[src/rtl/decode_queue.sv]
// RV32I(M) decode stage: DEPTH-entry {instr, pc} FIFO feeding a registered
// decoded-operation slot, with flush, illegal detection and x0 write suppression.
module decode_queue #(
    parameter int DEPTH = 4,
    parameter int EN_M  = 1,
    localparam int CNT_W = $clog2(DEPTH + 2)
) (
    input  logic             clk,
    input  logic             reset,
    input  logic             flush,
    input  logic             in_valid,
    output logic             in_ready,
    input  logic [31:0]      in_instr,
    input  logic [31:0]      in_pc,
    output logic             out_valid,
    input  logic             out_ready,
    output logic [31:0]      out_pc,
    output logic             illegal,
    output logic             we3,
    output logic             is_branch_op,
    output logic             is_load_op,
    output logic             is_store_op,
    output logic             A_rdy,
    output logic [2:0]       rwmm,
    output logic [4:0]       Qj,
    output logic [4:0]       Qk,
    output logic [4:0]       wa3,
    output logic [9:0]       Op,
    output logic [31:0]      Vj,
    output logic [31:0]      Vk,
    output logic [31:0]      A,
    output logic [CNT_W-1:0] count
);

    localparam int PTR_W = $clog2(DEPTH);

    typedef struct packed {
        logic        illegal;
        logic        we3;
        logic        is_branch;
        logic        is_load;
        logic        is_store;
        logic        a_rdy;
        logic [2:0]  rwmm;
        logic [4:0]  qj;
        logic [4:0]  qk;
        logic [4:0]  wa3;
        logic [9:0]  op;
        logic [31:0] vj;
        logic [31:0] vk;
        logic [31:0] a;
    } dec_t;

    function automatic dec_t decode(input logic [31:0] instr, input logic [31:0] pc);
        dec_t        d;
        logic        wr;
        logic        ok;
        logic [2:0]  f3;
        logic [6:0]  f7;
        logic [4:0]  rd;
        logic [4:0]  rj;
        logic [4:0]  rk;
        logic [31:0] imm_i;
        logic [31:0] imm_s;
        logic [31:0] imm_b;
        logic [31:0] imm_u;
        logic [31:0] imm_j;
        f3    = instr[14:12];
        f7    = instr[31:25];
        rd    = instr[11:7];
        rj    = instr[19:15];
        rk    = instr[24:20];
        imm_i = {{20{instr[31]}}, instr[31:20]};
        imm_s = {{20{instr[31]}}, instr[31:25], instr[11:7]};
        imm_b = {{19{instr[31]}}, instr[31], instr[7], instr[30:25], instr[11:8], 1'b0};
        imm_u = {instr[31:12], 12'b0};
        imm_j = {{11{instr[31]}}, instr[31], instr[19:12], instr[20], instr[30:21], 1'b0};
        d       = '0;
        d.op    = {f3, 7'b0};
        d.a_rdy = 1'b1;
        d.wa3   = rd;
        wr      = 1'b0;
        ok      = (instr[1:0] == 2'b11);
        case (instr[6:0])
            7'b0010011: begin d.qj = rj; d.vk = imm_i; wr = 1'b1; end
            7'b0110111: begin d.vk = imm_u; wr = 1'b1; end
            7'b0010111: begin d.vj = pc; d.vk = imm_u; wr = 1'b1; end
            7'b0110011: begin
                d.op = {f3, f7}; d.qj = rj; d.qk = rk; wr = 1'b1;
                // SUB/SRA are the only funct7=0100000 forms; MUL/DIV gated by EN_M
                ok = ok & ((f7 == 7'b0000000) ||
                           (f7 == 7'b0100000 && (f3 == 3'b000 || f3 == 3'b101)) ||
                           (f7 == 7'b0000001 && EN_M != 0));
            end
            7'b1101111: begin d.a = pc + imm_j; d.is_branch = 1'b1; wr = 1'b1; end
            7'b1100111: begin
                d.qj = rj; d.qk = rj; d.a = imm_i; d.a_rdy = 1'b0;
                d.is_branch = 1'b1; wr = 1'b1;
            end
            7'b1100011: begin d.qj = rj; d.qk = rk; d.a = pc + imm_b; d.is_branch = 1'b1; end
            7'b0000011: begin
                d.qj = rj; d.a = imm_i; d.a_rdy = 1'b0; d.rwmm = f3;
                d.is_load = 1'b1; wr = 1'b1;
            end
            7'b0100011: begin
                d.qj = rj; d.qk = rk; d.a = imm_s; d.a_rdy = 1'b0; d.rwmm = f3;
                d.is_store = 1'b1;
            end
            7'b0001111: d.qj = rj;
            7'b1110011: ;
            default:    ok = 1'b0;
        endcase
        if (!ok) begin
            d         = '0;
            d.illegal = 1'b1;
            d.a_rdy   = 1'b1;
            d.op      = {f3, 7'b0};
            d.wa3     = rd;
        end
        d.we3 = wr & ok & (rd != 5'd0);
        return d;
    endfunction

    logic [63:0]      mem [DEPTH];
    logic [PTR_W-1:0] rd_ptr;
    logic [PTR_W-1:0] wr_ptr;
    logic [CNT_W-1:0] fifo_cnt;
    dec_t             slot_p1;
    logic [31:0]      pc_p1;
    logic             vld_p1;

    logic push, pop, fifo_empty, load_head, load_in, fifo_wr;
    dec_t        dec_p0;
    logic [31:0] pc_p0;

    assign in_ready   = (fifo_cnt < CNT_W'(DEPTH));
    assign push       = in_valid & in_ready;
    assign pop        = vld_p1 & out_ready;
    assign fifo_empty = (fifo_cnt == '0);
    assign load_head  = pop & ~fifo_empty;
    // Bypass the FIFO only when it is empty and the slot is free this edge
    assign load_in    = push & (~vld_p1 | (pop & fifo_empty));
    assign fifo_wr    = push & ~load_in;
    assign pc_p0      = load_head ? mem[rd_ptr][31:0] : in_pc;
    assign dec_p0     = load_head ? decode(mem[rd_ptr][63:32], mem[rd_ptr][31:0])
                                  : decode(in_instr, in_pc);

    always_ff @(posedge clk) begin
        if (fifo_wr)
            mem[wr_ptr] <= {in_instr, in_pc};
    end

    // Stage p0 -> p1: decoded operation registered into the output slot
    always_ff @(posedge clk) begin
        if (reset || flush) begin
            rd_ptr        <= '0;
            wr_ptr        <= '0;
            fifo_cnt      <= '0;
            vld_p1        <= 1'b0;
            pc_p1         <= '0;
            slot_p1       <= '0;
            slot_p1.a_rdy <= 1'b1;
        end else begin
            if (fifo_wr)
                wr_ptr <= wr_ptr + 1'b1;
            if (load_head)
                rd_ptr <= rd_ptr + 1'b1;
            if (fifo_wr && !load_head)
                fifo_cnt <= fifo_cnt + 1'b1;
            else if (!fifo_wr && load_head)
                fifo_cnt <= fifo_cnt - 1'b1;
            if (load_head || load_in) begin
                slot_p1 <= dec_p0;
                pc_p1   <= pc_p0;
                vld_p1  <= 1'b1;
            end else if (pop) begin
                vld_p1  <= 1'b0;
            end
        end
    end

    assign out_valid    = vld_p1;
    assign out_pc       = pc_p1;
    assign illegal      = slot_p1.illegal;
    assign we3          = slot_p1.we3;
    assign is_branch_op = slot_p1.is_branch;
    assign is_load_op   = slot_p1.is_load;
    assign is_store_op  = slot_p1.is_store;
    assign A_rdy        = slot_p1.a_rdy;
    assign rwmm         = slot_p1.rwmm;
    assign Qj           = slot_p1.qj;
    assign Qk           = slot_p1.qk;
    assign wa3          = slot_p1.wa3;
    assign Op           = slot_p1.op;
    assign Vj           = slot_p1.vj;
    assign Vk           = slot_p1.vk;
    assign A            = slot_p1.a;
    assign count        = fifo_cnt + CNT_W'(vld_p1);

endmodule

[config.mk]
export PLATFORM = sky130hd
export DESIGN_NAME = decode_queue
export DESIGN_NICKNAME = d
export VERILOG_FILES = /design/src/rtl/decode_queue.sv
export SDC_FILE = /design/constraint.sdc
export NUM_CORES = 1
export LEC_CHECK = 0
export ABC_AREA = 0
export BUFFER_PORTS_ARGS = -buffer_cell sky130_fd_sc_hd__buf_2
export CELL_PAD_IN_SITES_DETAIL_PLACEMENT = 1
export CELL_PAD_IN_SITES_GLOBAL_PLACEMENT = 1
export CORE_UTILIZATION = 30
export CTS_BUF_LIST = sky130_fd_sc_hd__clkbuf_8
export DETAILED_ROUTE_END_ITERATION = 12
export GPL_TIMING_DRIVEN = 1
export PLACE_DENSITY = 0.69
export SKIP_CTS_REPAIR_TIMING = 1
export SYNTH_ARGS = -nofsm -noshare
export SYNTH_HDL_FRONTEND = slang
export SYNTH_SLANG_ARGS = --single-unit
[constraint.sdc]
create_clock -name clk -period 5.5 [get_ports clk]
set_clock_uncertainty 0.2 [all_clocks]
set_input_delay 1.375 -clock clk [delete_from_list [all_inputs] [get_ports clk]]
set_output_delay 1.375 -clock clk [all_outputs]
set_load 0.03 [all_outputs]
Yosys cells after proc, flatten, opt, wreduce, memory -nomap -nowiden. Memories as Yosys holds them, arrays and structs flattened. A register that Yosys moved wholly into a read port is not among the register bits. Cells that the tools add are included.

Multiplexer cells: 38. Add/sub/neg operators: 9. Equality and inequality tests: 30. Bitwise logic cells: 16. Reductions and logical operators: 41. Magnitude comparators: 1.

Operators by type and width (count): $mux 130 (3); $pmux 32 s4 (2); $add 32x32->32 (4); $pmux 32 s2 (2); $mux 32 (3); $eq 7x6->1 const B (8); $eq 7x7->1 const B (8); $eq 7x5->1 const B (4); $reduce_or 7->1 (4); $pmux 5 s2 (2); $reduce_or 10->1 (2); $reduce_or 3->1 (6); $eq 7x1->1 const B (2); $eq 7x2->1 const B (2); $eq 7x4->1 const B (2); $logic_not 7->1 (2); $mux 1 (14); $mux 7 (2); $and 1x1->1 (12); $mux 3 (4); $reduce_or 2->1 (6); $mux 5 (2); $reduce_bool 5->1 (2); $logic_not 3->1 (3); 15 further kinds (34).

Input port bits: 69. Memories kept: 1. Memory bits (writable): 256. Register bits after elaboration: 170.

Memories: mem (words 4, width 64, read ports 1, clocked after Yosys merged registers in 1, wr ports 1, line 124) `logic [63:0] mem [DEPTH];`.

Depth between registers and ports, before layout.
Depth in word-level cells: 10. Gate-level depth with buffers: 21. Depth with buffers taken out: 18.

Worst setup path after synthesis. OpenSTA, ideal clock, no wires.

Path kind: in2reg. From: in in_instr[5]. To: reg slot_p1 (netlist bit A[21]). Data required time: 5.178 ns. Arrival: 4.945 ns. Slack: 0.233 ns. Stages on the path: 17. Path through: clkbuf_1 and3b_1 clkbuf_1 nand2_1 mux2_2 ha_1 fa_1 a21oi_1 o211ai_1 nand3_1 a21boi_0 a221o_1 a21o_1 o21a_1 or3_1 a31oi_1 o31ai_4.

Cells in the longest elaborated chain, start to end: 5.

Ends and longest elaborated chain: start: declaration (line 13) `input logic [31:0] in_instr,`; $eq 7x6->1 (tied with other cells) (line 84) `case (instr[6:0])`; $reduce_or 10->1 (no line) or $reduce_or 2->1 (tied branches); $pmux 1 s2 or $pmux 32 s4 (tied branches) (line 84); $mux 130 * (line 113) `if (!ok) begin`; $mux 130 * (line 145) `assign dec_p0 = load_head ? decode(mem[rd_ptr][63:32], mem[rd_ptr][31:0])`; end signal: assignment (line 173) `slot_p1 <= dec_p0;`; end: declaration (line 128) `dec_t slot_p1;`.

Mark *: on every way between the ends. The rest lies on a longest branch, timed or not. A chain may end at the register's enable or synchronous reset.

==> metrics list <==
- Run status: complete, no violations
- Max Freq: 0.196 GHz
- Post-synthesis to final-layout area growth: 20.3%
- Setup violations remaining at the end of the flow were counted as 0.
- Entering global routing, the biggest net connects 71 pins.
- Average vias per placed instance: 5.45
- Pwr Density: 291 nW/um2
- Adder and majority cell fraction of the synthesized area: 4.48%
* Cell variety after synth: 82
* Number of antenna violations at the first check in global routing: 2
- Net count after synthesis: 2072
- Required arrival time at the worst endpoint: 5900 ps
- The largest total area in the synthesized netlist belongs to edfxtp_1.
* Core footprint: 69900 um2
- The worst setup path is of the flip-flop to flip-flop kind.
* Number of max-capacitance violations reported: 0
* Row cnt: 97
- The first global-routing pass estimated 116000 um of wire.
- TritonCTS clock tree: done
- Mean area per synthesized cell: 11.0 um2
* Die area: 71700 um2
- The analysis attributes to cell leakage a power of 9.74 nW.
- Largest family of logic cells by synthesized area: compound AO/OA/AOI/OAI gates
* Area fraction in and, or, nand and nor cells after synthesis: 11.9%
* Number of synthesized register bits: 428
- Dividing the final minimum period by the clock period gives 93.0%.
* Worst hold slack: 268 ps
- Time the final worst path needs with I/O delays and setup: 5110 ps
* Post-route DRC violation count: 0
* Chip height: 268 um
- VDD sags by at most 0.000135 V.
* Area fraction in compound gates after synthesis: 18.5%
- Main area contributors after synthesis: edfxtp_1 (36%), dfxtp_1 (16%), mux4_2 (6.5%), a21oi_1 (5.1%), ha_1 (4.2%)
* Routed len/inst: 24.3 um
- For this run, asynchronously set or reset flops after synthesis account for 0%.
- In this run the number of H-tree levels came out at 3.
- Share of the synthesized area in the top cell type: 36.3%
- 236 I/O pins were placed.
- For this configuration, the core starts out at a cell density of 30.3%.
- DRT iter0 DRCs: 1400
- Aggregate routed wire length: 78400 um
* Floorplan die width: 268 um
- The detail route stage leaves a number of antenna-violating nets equal to 0.
- The first detailed-routing pass ran for 5 iterations.
- Multiplexer area fraction after synthesis: 7.39%
* Normalized max-slew margin: 31.8%
* Clk_lat worst skew: 690 ps
- Among all cell types in the netlist, the one instantiated most often is edfxtp_1.
- In the final design database the tool counted 2356 nets.
- Worst-path fanout max: 8
* Post-CTS clock slew at the launch and capture registers of the worst setup and hold paths: 60 ps
- Yosys printed 0 warnings.
- The cell sitting at the root of the clock tree is a clkbuf_8.
* Fraction of the core area covered by cells at the end of the flow: 36.4%
- Final Hold Violating Endpoints: 0
- Detailed placement HPWL: 55600 um
- Total vias in the final route: 17500
- Clock tree buffer depth: 3
* Classification of the worst-slack hold path: flip-flop to flip-flop
* Ratio of cells with drive above 1 in the final layout: 24.3%
- Unrepaired setup endpoints after global routing: no
* Number of buffers added by the clock tree synthesis step: 80
- Number of pins with negative max-slew slack in the final report: 0
- Clock Sinks: 428
* Number of input and output port buffers inserted: 235
- Final Instance Count excl. Fillers: 3222
- The number of global-route vias before repair is 18000.
- The congestion estimate from routability-driven global placement came to 0.912.
- Share of synthesized area occupied by flip-flops and latches: 52.6%
- Power comes to 7.40 mW.
- For the pin with the worst max-slew slack, the measured transition is 1020 ps.
- In this run, synthesis inferred 256 flip-flops with an integrated enable.
- STA puts the critical path data arrival time at 5520 ps.
- Leading cell types by count after synthesis: edfxtp_1 (256), nor2_1 (217), a21oi_1 (214)
- Commonest register cell after synthesis: edfxtp_1
- Netlist Area Pre-Place: 21200 um2
* Crit. End Element: flip-flop
* Count of placed standard cells including taps: 3071
- After technology mapping, the gate count stands at 1929.
* Combined global-route utilization of all metal layers: 21.8%
* Type of element launching the critical path: flip-flop
- In the final timing run, aggregate negative setup slack is 0 ps.
- For this run the aggregate overflow at the end of global routing stands at 0.
* XOR/XNOR share of the synthesized area: 2.40%
==> metrics by stage <==
| stage | setup slack, ps | area (um2) |
|---|---|---|
| after floorplan | 233 | 21200 |
| after global placement | 65.8 | 23800 |
| after detailed placement | 27.1 | 23800 |
| after CTS | 421 | 25500 |
| after global routing | 107 | 25500 |
| final | 385 | 25500 |
==> sequential cells by signal, indices dropped and copies added, names as in the netlist, 2 cells and up, named ones only <==
name      cells
Qk            5
out_pc       32
fifo_cnt      3
Vj           32
mem         256
wa3           5
Vk           32
Qj            5
rd_ptr        2
A            32
Op           10
wr_ptr        2
rwmm          3
==> routing by layer <==
metal	vias to the layer above	part of all wire, %	GRT usage [%]
li1	7904	-	-
met1	8924	44	29.3
met2	597	46	34.7
met3	117	6.3	4.09
met4	2	2.8	7.85
met5	-	0.017	0
==> logic make-up after synthesis <==
group / count (synthesis)
compound gates: 590
xor+xnor: 58
fa+ha+maj: 74
buf+inv: 141
flops: 428
mux: 76
simple gates: 562
==> cell usage in the layout, fill, tap and decap left out, types with 50 or more instances in the layout <==
cell type,count
a21oi_1,211
buf_2,235
buf_4,84
clkbuf_8,83
dfxtp_1,170
edfxtp_1,256
ha_1,71
inv_1,50
mux4_2,61
nand2_1,197
nor2_1,215
o21ai_0,104
==> final cells by class <==
cell class | instances | area [um2]
diodes | 2 | 5.00
clock buffers | 83 | 1140
clock inverters | 66 | 513
fillers | 7847 | 44400
inverters | 20 | 76.3
multi-input cells | 1360 | 9530
flip-flops and latches | 428 | 11100
well taps | 940 | 1180
repair buffers | 323 | 1890
==> worst paths after layout <==
path,slack (ps),start,endpoint,depth (start not counted)
worst min-delay path,270,is_branch_op,is_branch_op,2
worst max register to register,390,flip-flop,A[31],20
worst min register to register,270,is_branch_op,is_branch_op,2
worst max-delay path,390,flip-flop,A[31],20
==> worst max-delay path: stages, from the launching register on <==
cell and delay (ps):
dfxtp_4 440, mux4_2 610, nor2_1 190, nand2_1 110
or2_2 370, nand2_1 80, nand2_1 60, ha_1 230
fa_1 470, a211oi_1 260, buf_4 180, o211ai_1 80
nand3_1 170, a31oi_1 150, o41ai_1 410, buf_4 200
o21ai_0 150, o22ai_1 310, xnor2_1 160, a21oi_1 80
a21oi_1 130
==> where the power goes <==
group	total [mW]	leakage, nW	switching, mW	internal (mW)
clock network	3.24	0.970	1.44	1.80
logic	0.706	5.07	0.484	0.222
registers	3.45	3.70	0.0225	3.43
No activity file was read; power rests on OpenSTA's default activity.
